<file path="config.mk">
export PLATFORM = sky130hd
export DESIGN_NAME = led_sequencer_flat
export DESIGN_NICKNAME = d
export VERILOG_FILES = /design/src/rtl/led_sequencer_if.sv /design/src/rtl/led_sequencer.sv /design/src/flat_wrapper.sv
export SDC_FILE = /design/constraint.sdc
export NUM_CORES = 1
export LEC_CHECK = 0
export ABC_CLOCK_PERIOD_IN_PS = 2500
export CAP_MARGIN = 10
export CORE_AREA = 2 2 91 93
export DETAILED_ROUTE_END_ITERATION = 7
export DIE_AREA = 0 0 93 95
export PLACE_DENSITY = 0.55
export SYNTH_ARGS = -nofsm -noshare
export SYNTH_HDL_FRONTEND = slang
export SYNTH_SLANG_ARGS = --single-unit
</file>
<file path="constraint.sdc">
create_clock -name clock -period 2.5 [get_ports clock]
set_input_delay 0.5 -clock clock [delete_from_list [all_inputs] [get_ports clock]]
set_output_delay 0.5 -clock clock [all_outputs]
set_load 0.005 [all_outputs]
</file>
<file path="src/rtl/led_sequencer_if.sv">
// Switch/mode/colour controls and the three LED banks of led_sequencer.
// The board top (or bench) owns the master side; led_sequencer takes the slave side.
interface led_sequencer_if #(
    parameter int NB_LED = 4
);
    logic [3:0]        i_sw;
    logic              i_mode;
    logic [1:0]        i_color;
    logic [NB_LED-1:0] o_led;
    logic [NB_LED-1:0] o_led_g;
    logic [NB_LED-1:0] o_led_b;
    logic              o_valid;

    modport master (
        output i_sw,
        output i_mode,
        output i_color,
        input  o_led,
        input  o_led_g,
        input  o_led_b,
        input  o_valid
    );

    modport slave (
        input  i_sw,
        input  i_mode,
        input  i_color,
        output o_led,
        output o_led_g,
        output o_led_b,
        output o_valid
    );
endinterface

</file>
<file path="src/rtl/led_sequencer.sv">
// LED pattern generator: switch-selectable prescaler steps a rotating one-hot
// or flashing pattern, routed to the red, green and/or blue LED bank.
module led_sequencer #(
    parameter int NB_LED   = 4,
    parameter int NB_COUNT = 32,
    parameter int R0       = 25_000_000,
    parameter int R1       = 12_500_000,
    parameter int R2       = 6_250_000,
    parameter int R3       = 3_125_000
) (
    input  logic          clock,
    input  logic          i_reset,
    led_sequencer_if.slave bus
);

    typedef enum logic [1:0] {
        BANK_RED   = 2'd0,
        BANK_GREEN = 2'd1,
        BANK_BLUE  = 2'd2,
        BANK_ALL   = 2'd3
    } bank_e;

    typedef enum logic {
        MODE_SHIFT = 1'b0,
        MODE_FLASH = 1'b1
    } mode_e;

    localparam logic [NB_COUNT-1:0] LIM0     = NB_COUNT'(R0 - 1);
    localparam logic [NB_COUNT-1:0] LIM1     = NB_COUNT'(R1 - 1);
    localparam logic [NB_COUNT-1:0] LIM2     = NB_COUNT'(R2 - 1);
    localparam logic [NB_COUNT-1:0] LIM3     = NB_COUNT'(R3 - 1);
    localparam logic [NB_LED-1:0]   PAT_INIT = NB_LED'(1);

    logic [NB_COUNT-1:0] count_q, count_d;
    logic [NB_LED-1:0]   pattern_q, pattern_d;
    logic [NB_LED-1:0]   led_r_q, led_r_d;
    logic [NB_LED-1:0]   led_g_q, led_g_d;
    logic [NB_LED-1:0]   led_b_q, led_b_d;
    logic                valid_q, valid_d;

    logic [NB_COUNT-1:0] limit_m1;
    logic                enable;
    logic                step;
    logic                one_hot;
    bank_e               bank_sel;
    mode_e               mode_sel;

    always_comb begin
        enable   = bus.i_sw[0];
        bank_sel = bank_e'(bus.i_color);
        mode_sel = mode_e'(bus.i_mode);

        unique case (bus.i_sw[2:1])
            2'd0:    limit_m1 = LIM0;
            2'd1:    limit_m1 = LIM1;
            2'd2:    limit_m1 = LIM2;
            default: limit_m1 = LIM3;
        endcase

        // >= rather than == so a switch to a faster rate never wraps the counter
        step = enable && (count_q >= limit_m1);

        count_d = count_q + NB_COUNT'(1);
        if (!enable || step) begin
            count_d = '0;
        end
    end

    always_comb begin
        one_hot   = (pattern_q != '0) && ((pattern_q & (pattern_q - NB_LED'(1))) == '0);
        pattern_d = pattern_q;
        if (step) begin
            if (mode_sel == MODE_FLASH) begin
                pattern_d = (pattern_q == '0) ? '1 : '0;
            end else if (!one_hot) begin
                pattern_d = PAT_INIT;
            end else if (bus.i_sw[3]) begin
                pattern_d = {pattern_q[0], pattern_q[NB_LED-1:1]};
            end else begin
                pattern_d = {pattern_q[NB_LED-2:0], pattern_q[NB_LED-1]};
            end
        end
        valid_d = step;
    end

    always_comb begin
        led_r_d = '0;
        led_g_d = '0;
        led_b_d = '0;
        unique case (bank_sel)
            BANK_RED:   led_r_d = pattern_q;
            BANK_GREEN: led_g_d = pattern_q;
            BANK_BLUE:  led_b_d = pattern_q;
            BANK_ALL: begin
                led_r_d = pattern_q;
                led_g_d = pattern_q;
                led_b_d = pattern_q;
            end
        endcase
    end

    always_ff @(posedge clock or negedge i_reset) begin
        if (!i_reset) begin
            count_q   <= '0;
            pattern_q <= PAT_INIT;
            led_r_q   <= '0;
            led_g_q   <= '0;
            led_b_q   <= '0;
            valid_q   <= 1'b0;
        end else begin
            count_q   <= count_d;
            pattern_q <= pattern_d;
            led_r_q   <= led_r_d;
            led_g_q   <= led_g_d;
            led_b_q   <= led_b_d;
            valid_q   <= valid_d;
        end
    end

    assign bus.o_led   = led_r_q;
    assign bus.o_led_g = led_g_q;
    assign bus.o_led_b = led_b_q;
    assign bus.o_valid = valid_q;

endmodule

</file>
<file path="src/flat_wrapper.sv">
// flat-port wrapper written by rule: the top's interface ports become plain ports
module led_sequencer_flat 
#(
    parameter int NB_LED   = 4,
    parameter int NB_COUNT = 32,
    parameter int R0       = 25_000_000,
    parameter int R1       = 12_500_000,
    parameter int R2       = 6_250_000,
    parameter int R3       = 3_125_000
)
  (clock, i_reset, bus_i_sw, bus_i_mode, bus_i_color, bus_o_led, bus_o_led_g, bus_o_led_b, bus_o_valid);
  led_sequencer_if #(.NB_LED(NB_LED)) bus_i ();
  input  logic clock;
  input  logic i_reset;
  input wire logic [$bits(bus_i.i_sw)-1:0] bus_i_sw;
  input wire logic [$bits(bus_i.i_mode)-1:0] bus_i_mode;
  input wire logic [$bits(bus_i.i_color)-1:0] bus_i_color;
  output wire logic [$bits(bus_i.o_led)-1:0] bus_o_led;
  output wire logic [$bits(bus_i.o_led_g)-1:0] bus_o_led_g;
  output wire logic [$bits(bus_i.o_led_b)-1:0] bus_o_led_b;
  output wire logic [$bits(bus_i.o_valid)-1:0] bus_o_valid;
  assign bus_i.i_sw = bus_i_sw;
  assign bus_i.i_mode = bus_i_mode;
  assign bus_i.i_color = bus_i_color;
  assign bus_o_led = bus_i.o_led;
  assign bus_o_led_g = bus_i.o_led_g;
  assign bus_o_led_b = bus_i.o_led_b;
  assign bus_o_valid = bus_i.o_valid;
  led_sequencer #(.NB_LED(NB_LED), .NB_COUNT(NB_COUNT), .R0(R0), .R1(R1), .R2(R2), .R3(R3)) u_core (.clock(clock), .i_reset(i_reset), .bus(bus_i));
endmodule
</file>
# Word-level counts from Yosys, hierarchy flattened
# Cells that the tools add are included.
# word_totals
elab_cells	36
output_inout_bits	13
reg_bits	49
inputBits	9
# op_classes
add_sub_neg	2
n_lt_le_gt_ge	1
n_bitwise	1
eq_ne	5
n_mux	9
reduce_logical	12
# op_table
cell	count
$pmux 25 s3	1
$add 32x1->32 const B	1
$ge 32x25->1	1
$mux 32	1
$mux 4	7
$logic_not 4->1	2
$eq 2x2->1 const B	3
$reduce_or 2->1	3
$and 4x4->4	1
$eq 2x1->1 const B	2
$logic_not 2->1	2
$reduce_bool 4->1	1
$sub 4x1->4 const B	1
$logic_and 1x1->1	2
$logic_not 1->1	1
$logic_or 1x1->1	1

# Longest topological paths before layout
# depth
word_depth	6
depth_mapped	12
depth_no_buf	10

# Least setup slack after synthesis
# Ideal clock, no wire load.
# synth_path
path_kind	in2reg
from	in bus_i_sw[1]
to	reg u_core.count_q[18]
setup_ps	71
required_ps	2429
path_buffers	2
setup_slack_ps	59
arrival_ps	2370
path_stages	11
path_cell_list	inv_1 nand2_1 ha_1 a2111oi_2 o31ai_1 nand3_1 a31oi_1 or4b_1 buf_4 buf_6 nor2_1
# synth_via
elab_chain_len	6
elab_cells_between_ends	8
cone_classes	order compare: 1; eq/ne: 2; mux: 2; reduce/logical: 3
# synth_rtl
element	line	rtl
start, declared	flat_wrapper.sv:15	input wire logic [$bits(bus_i.i_sw)-1:0] bus_i_sw;
$eq 2x2->1 (tied with other cells)	led_sequencer.sv:53	unique case (bus.i_sw[2:1])
$pmux 25 s3 *	led_sequencer.sv:53	
$ge 32x25->1 *	led_sequencer.sv:61	step = enable && (count_q >= limit_m1);
$logic_and 1x1->1 *	led_sequencer.sv:61	
$logic_or 1x1->1 *	led_sequencer.sv:64	if (!enable || step) begin
$mux 32 *	led_sequencer.sv:64	
named net u_core.count_d[18]	led_sequencer.sv:34	logic [NB_COUNT-1:0] count_q, count_d;
end signal, assigned	led_sequencer.sv:111	count_q <= count_d;
end, declared	led_sequencer.sv:34	
# The timed path passes the listed nets; every way through them passes the cells marked *.
# A chain may end at the register's enable or synchronous reset.

# Worst setup path in the final report
# layout_path
from	in bus_i_sw[2]
to	reg u_core.count_q[8]
# The elaborated chain is that of the path after synthesis.

==> results.sh <==
export IMPL_status="finished, final reports clean"
export IMPL_r2r_start="u_core.count_q[5]$_DFF_PN0_"
export IMPL_row_count=33
export IMPL_clock_root_buffer="clkbuf_8"
export IMPL_synth_ff_type="dfrtp_1"
export IMPL_grt_setup_unrepaired="no"
export IMPL_timing_reg2reg_setup_slack_ps=110
export IMPL_finalSetupViolCount=0
export IMPL_nets=328
export IMPL_fin_area_sq_mm=0.00326
export IMPL_first_global_vias=1898
export IMPL_synth_adder_area_share_pct=8.34
export IMPL_start_kind="input pin"
export IMPL_coreArea_sq_mm=0.00793
export IMPL_antenna_cells=0
export IMPL_synth_mux_area_share_pct=2.60
export IMPL_vias_per_cell=4.69
export IMPL_grt_remaining_overflow=0
export IMPL_hold_violations=0
export IMPL_clk_pin_slew_ps=100
export IMPL_synth_most_common_cell="dfrtp_1"
export IMPL_drt_drc_violations_left=0
export IMPL_grt_pass1_wl_um=9100
export IMPL_dp_final_hpwl_um=3610
export IMPL_synth_top_family_by_area="simple AND/OR/NAND/NOR gates"
export IMPL_dieArea_sq_mm=0.00884
export IMPL_reg2reg_to="u_core.count_q[8]$_DFF_PN0_"
export IMPL_gp_routability_congestion=0.771
export IMPL_critPathRequiredTime_ps=2760
export IMPL_pin_count=22
export IMPL_drv_slew=0
export IMPL_async_flop_share_pct=100
export IMPL_netlist_area_sq_mm=0.00255
export IMPL_first_iter_violations=70
export IMPL_timing_fmax_mhz=414
export IMPL_arrival_ps=2670
export IMPL_path_class="in2reg"
export IMPL_yosysSeqAreaShare_pct=48.1
export IMPL_ys_seq_elements=49
export IMPL_cts_buffers=5
export IMPL_drtPass1Iterations=4
export IMPL_die_x_um=93
export IMPL_p_leak_uw=0.00138
export IMPL_finalCriticalPeriod_ps=2410
export IMPL_ant_nets=0
export IMPL_yosysTopAreaCell="dfrtp_1"
export IMPL_vias=1914
export IMPL_skew_ps=11.3
export IMPL_power_density_mw_per_mm2=567
export IMPL_track_usage_pct=13.3
export IMPL_yosys_top_cells_count="dfrtp_1 (48), nor2_1 (43), ha_1 (17), nand2_1 (16), xnor2_1 (13)"
export IMPL_drive_above_1_share_pct=19.5
export IMPL_start_util_pct=32.2
export IMPL_hp_class="in2async"
export IMPL_finalCritPeriodShare_pct=96.6
export IMPL_area_growth_pct=28.0
export IMPL_clk_path_buf_depth=2
export IMPL_synth_area_leaders="dfrtp_1 (47%), ha_1 (8.3%), nor2_1 (6.3%), xnor2_1 (4.5%), xor2_1 (4.1%)"
export IMPL_synth_simple_gate_area_share_pct=20.8
export IMPL_clock_sinks=49
export IMPL_slew_headroom_pct=41.9
export IMPL_grt_max_degree=40
export IMPL_cts_max_level=2
export IMPL_synthXorXnorAreaFrac_pct=8.58
export IMPL_placed_area_sq_mm=0.00296
export IMPL_cts_tree="done"
export IMPL_routedWlPerCell_um=13.2
export IMPL_yosysTopAreaCellShare_pct=47.1
export IMPL_tightest_slew_ps=871
export IMPL_hold_buffers=0
export IMPL_maxCapViolCount=0
export IMPL_crit_fanout=6
export IMPL_ir_drop_mv=0.292
export IMPL_yosysUniqueCellTypes=38
export IMPL_place_inst=395
export IMPL_end_kind="flop"
export IMPL_synth_edf_count=0
export IMPL_total_power_uw=1850
export IMPL_fin_cells=408
export IMPL_syn_area_per_cell_sq_um=9.85
export IMPL_reg2regPathDepth=8
export IMPL_die_h_um=95
export IMPL_port_buffers=21
export IMPL_tns_ps=0
export IMPL_syn_inst=259
export IMPL_wirelength_um=5400
export IMPL_synth_compound_area_share_pct=7.55
export IMPL_antenna_found_initial=0
export IMPL_ys_warn_count=0
export IMPL_clock_latency_ps=320
-- routing by layer --
metal | global-route usage (%) | share of wire (%) | up-vias
li1 | - | - | 964
met1 | 17.7 | 49 | 922
met2 | 21.0 | 47 | 19
met3 | 3.51 | 2.5 | 9
met4 | 4.53 | 1.8 | 0
met5 | 0 | 0 | -
-- placed cells by master, fill, tap and decap left out, drive strengths merged, types with 7 or more instances in the layout --
| cell type | count |
|---|---|
| ha | 17 |
| xor2 | 12 |
| dfrtp | 48 |
| buf | 19 |
| clkdlybuf4s50 | 18 |
| nor2 | 44 |
| clkbuf | 8 |
| o21ai | 7 |
| and2 | 7 |
| nand4 | 7 |
| a21oi | 10 |
| nand3 | 10 |
| xnor2 | 13 |
| nor3 | 10 |
| nand2 | 17 |
| inv | 14 |
-- power breakdown --
group	internal [uW]	switching [uW]	leakage, uW	total (uW)
clock network	210	303	0.0000506	513
registers	876	102	0.000656	978
logic	217	143	0.000675	360
-- critical path, stage by stage --
cell       delay, ps
clkbuf_2         110
inv_2             70
nand2_4           80
inv_2             50
ha_1             310
o21ai_2          150
o21ai_1           90
a31oi_2          240
a31oi_4          120
or4b_4           650
clkbuf_16        200
nor2_1           110
-- cell families (layout without fill, tap and decap cells) --
| group | Yosys count | in the layout |
|---|---|---|
| buffers and inverters | 21 | 60 |
| AO/OA/AOI/OAI | 29 | 29 |
| multiplexers | 6 | 6 |
| flip-flops | 49 | 49 |
| XOR/XNOR | 25 | 25 |
| AND/OR/NAND/NOR | 111 | 111 |
| other | 1 | 6 |
| adder cells (fa/ha/maj) | 17 | 17 |
-- worst max path at each step --
stage,from,end,slack [ps]
after floorplan,bus_i_sw[1],u_core.count_q[18]$_DFF_PN0_,60
after global placement,bus_i_sw[1],u_core.pattern_q[3]$_DFFE_PN0P_,-610
after detailed placement,bus_i_sw[1],u_core.pattern_q[2]$_DFFE_PN0P_,-580
after CTS,bus_i_sw[2],u_core.pattern_q[2]$_DFFE_PN0P_,5
after global routing,u_core.count_q[10]$_DFF_PN0_,u_core.count_q[3]$_DFF_PN0_,9
final,bus_i_sw[2],u_core.count_q[8]$_DFF_PN0_,90
-- flip-flops by register name (all words and copies together), names as in the netlist --
| name | flops |
|---|---|
| u_core.count_q | 32 |
| u_core.pattern_q | 4 |
| u_core.bus.o_valid | 1 |
| u_core.bus.o_led_g | 4 |
| u_core.bus.o_led | 4 |
| u_core.bus.o_led_b | 4 |
-- repair_timing --
item                                    CTS  global route
gates resized for setup                  24            16
endpoints found under the setup margin   30            30
pin swaps                                 9             7
buffers inserted                          1             2
cloned                                    1             1
-- area by class of cell --
type / count / area, sq um
clock buffers: 5 / 68.8
clock inverters: 3 / 28.8
fillers: 800 / 4660
inverters: 12 / 45.0
multi-input cells: 194 / 1360
flip-flops and latches: 49 / 1230
well taps: 105 / 131
repair buffers: 40 / 405
-- stage by stage --
stage / util [%] / hold slack [ps] / setup slack [ps]
floorplan: - / 204 / 59.1
global placement: 37.3 / 456 / -608
detailed placement: 37.3 / 466 / -583
CTS: 40.1 / 321 / 4.62
global route: 41.2 / 342 / 9.13
finish: 41.2 / 292 / 85.4
(Power assumes the default switching activity.)
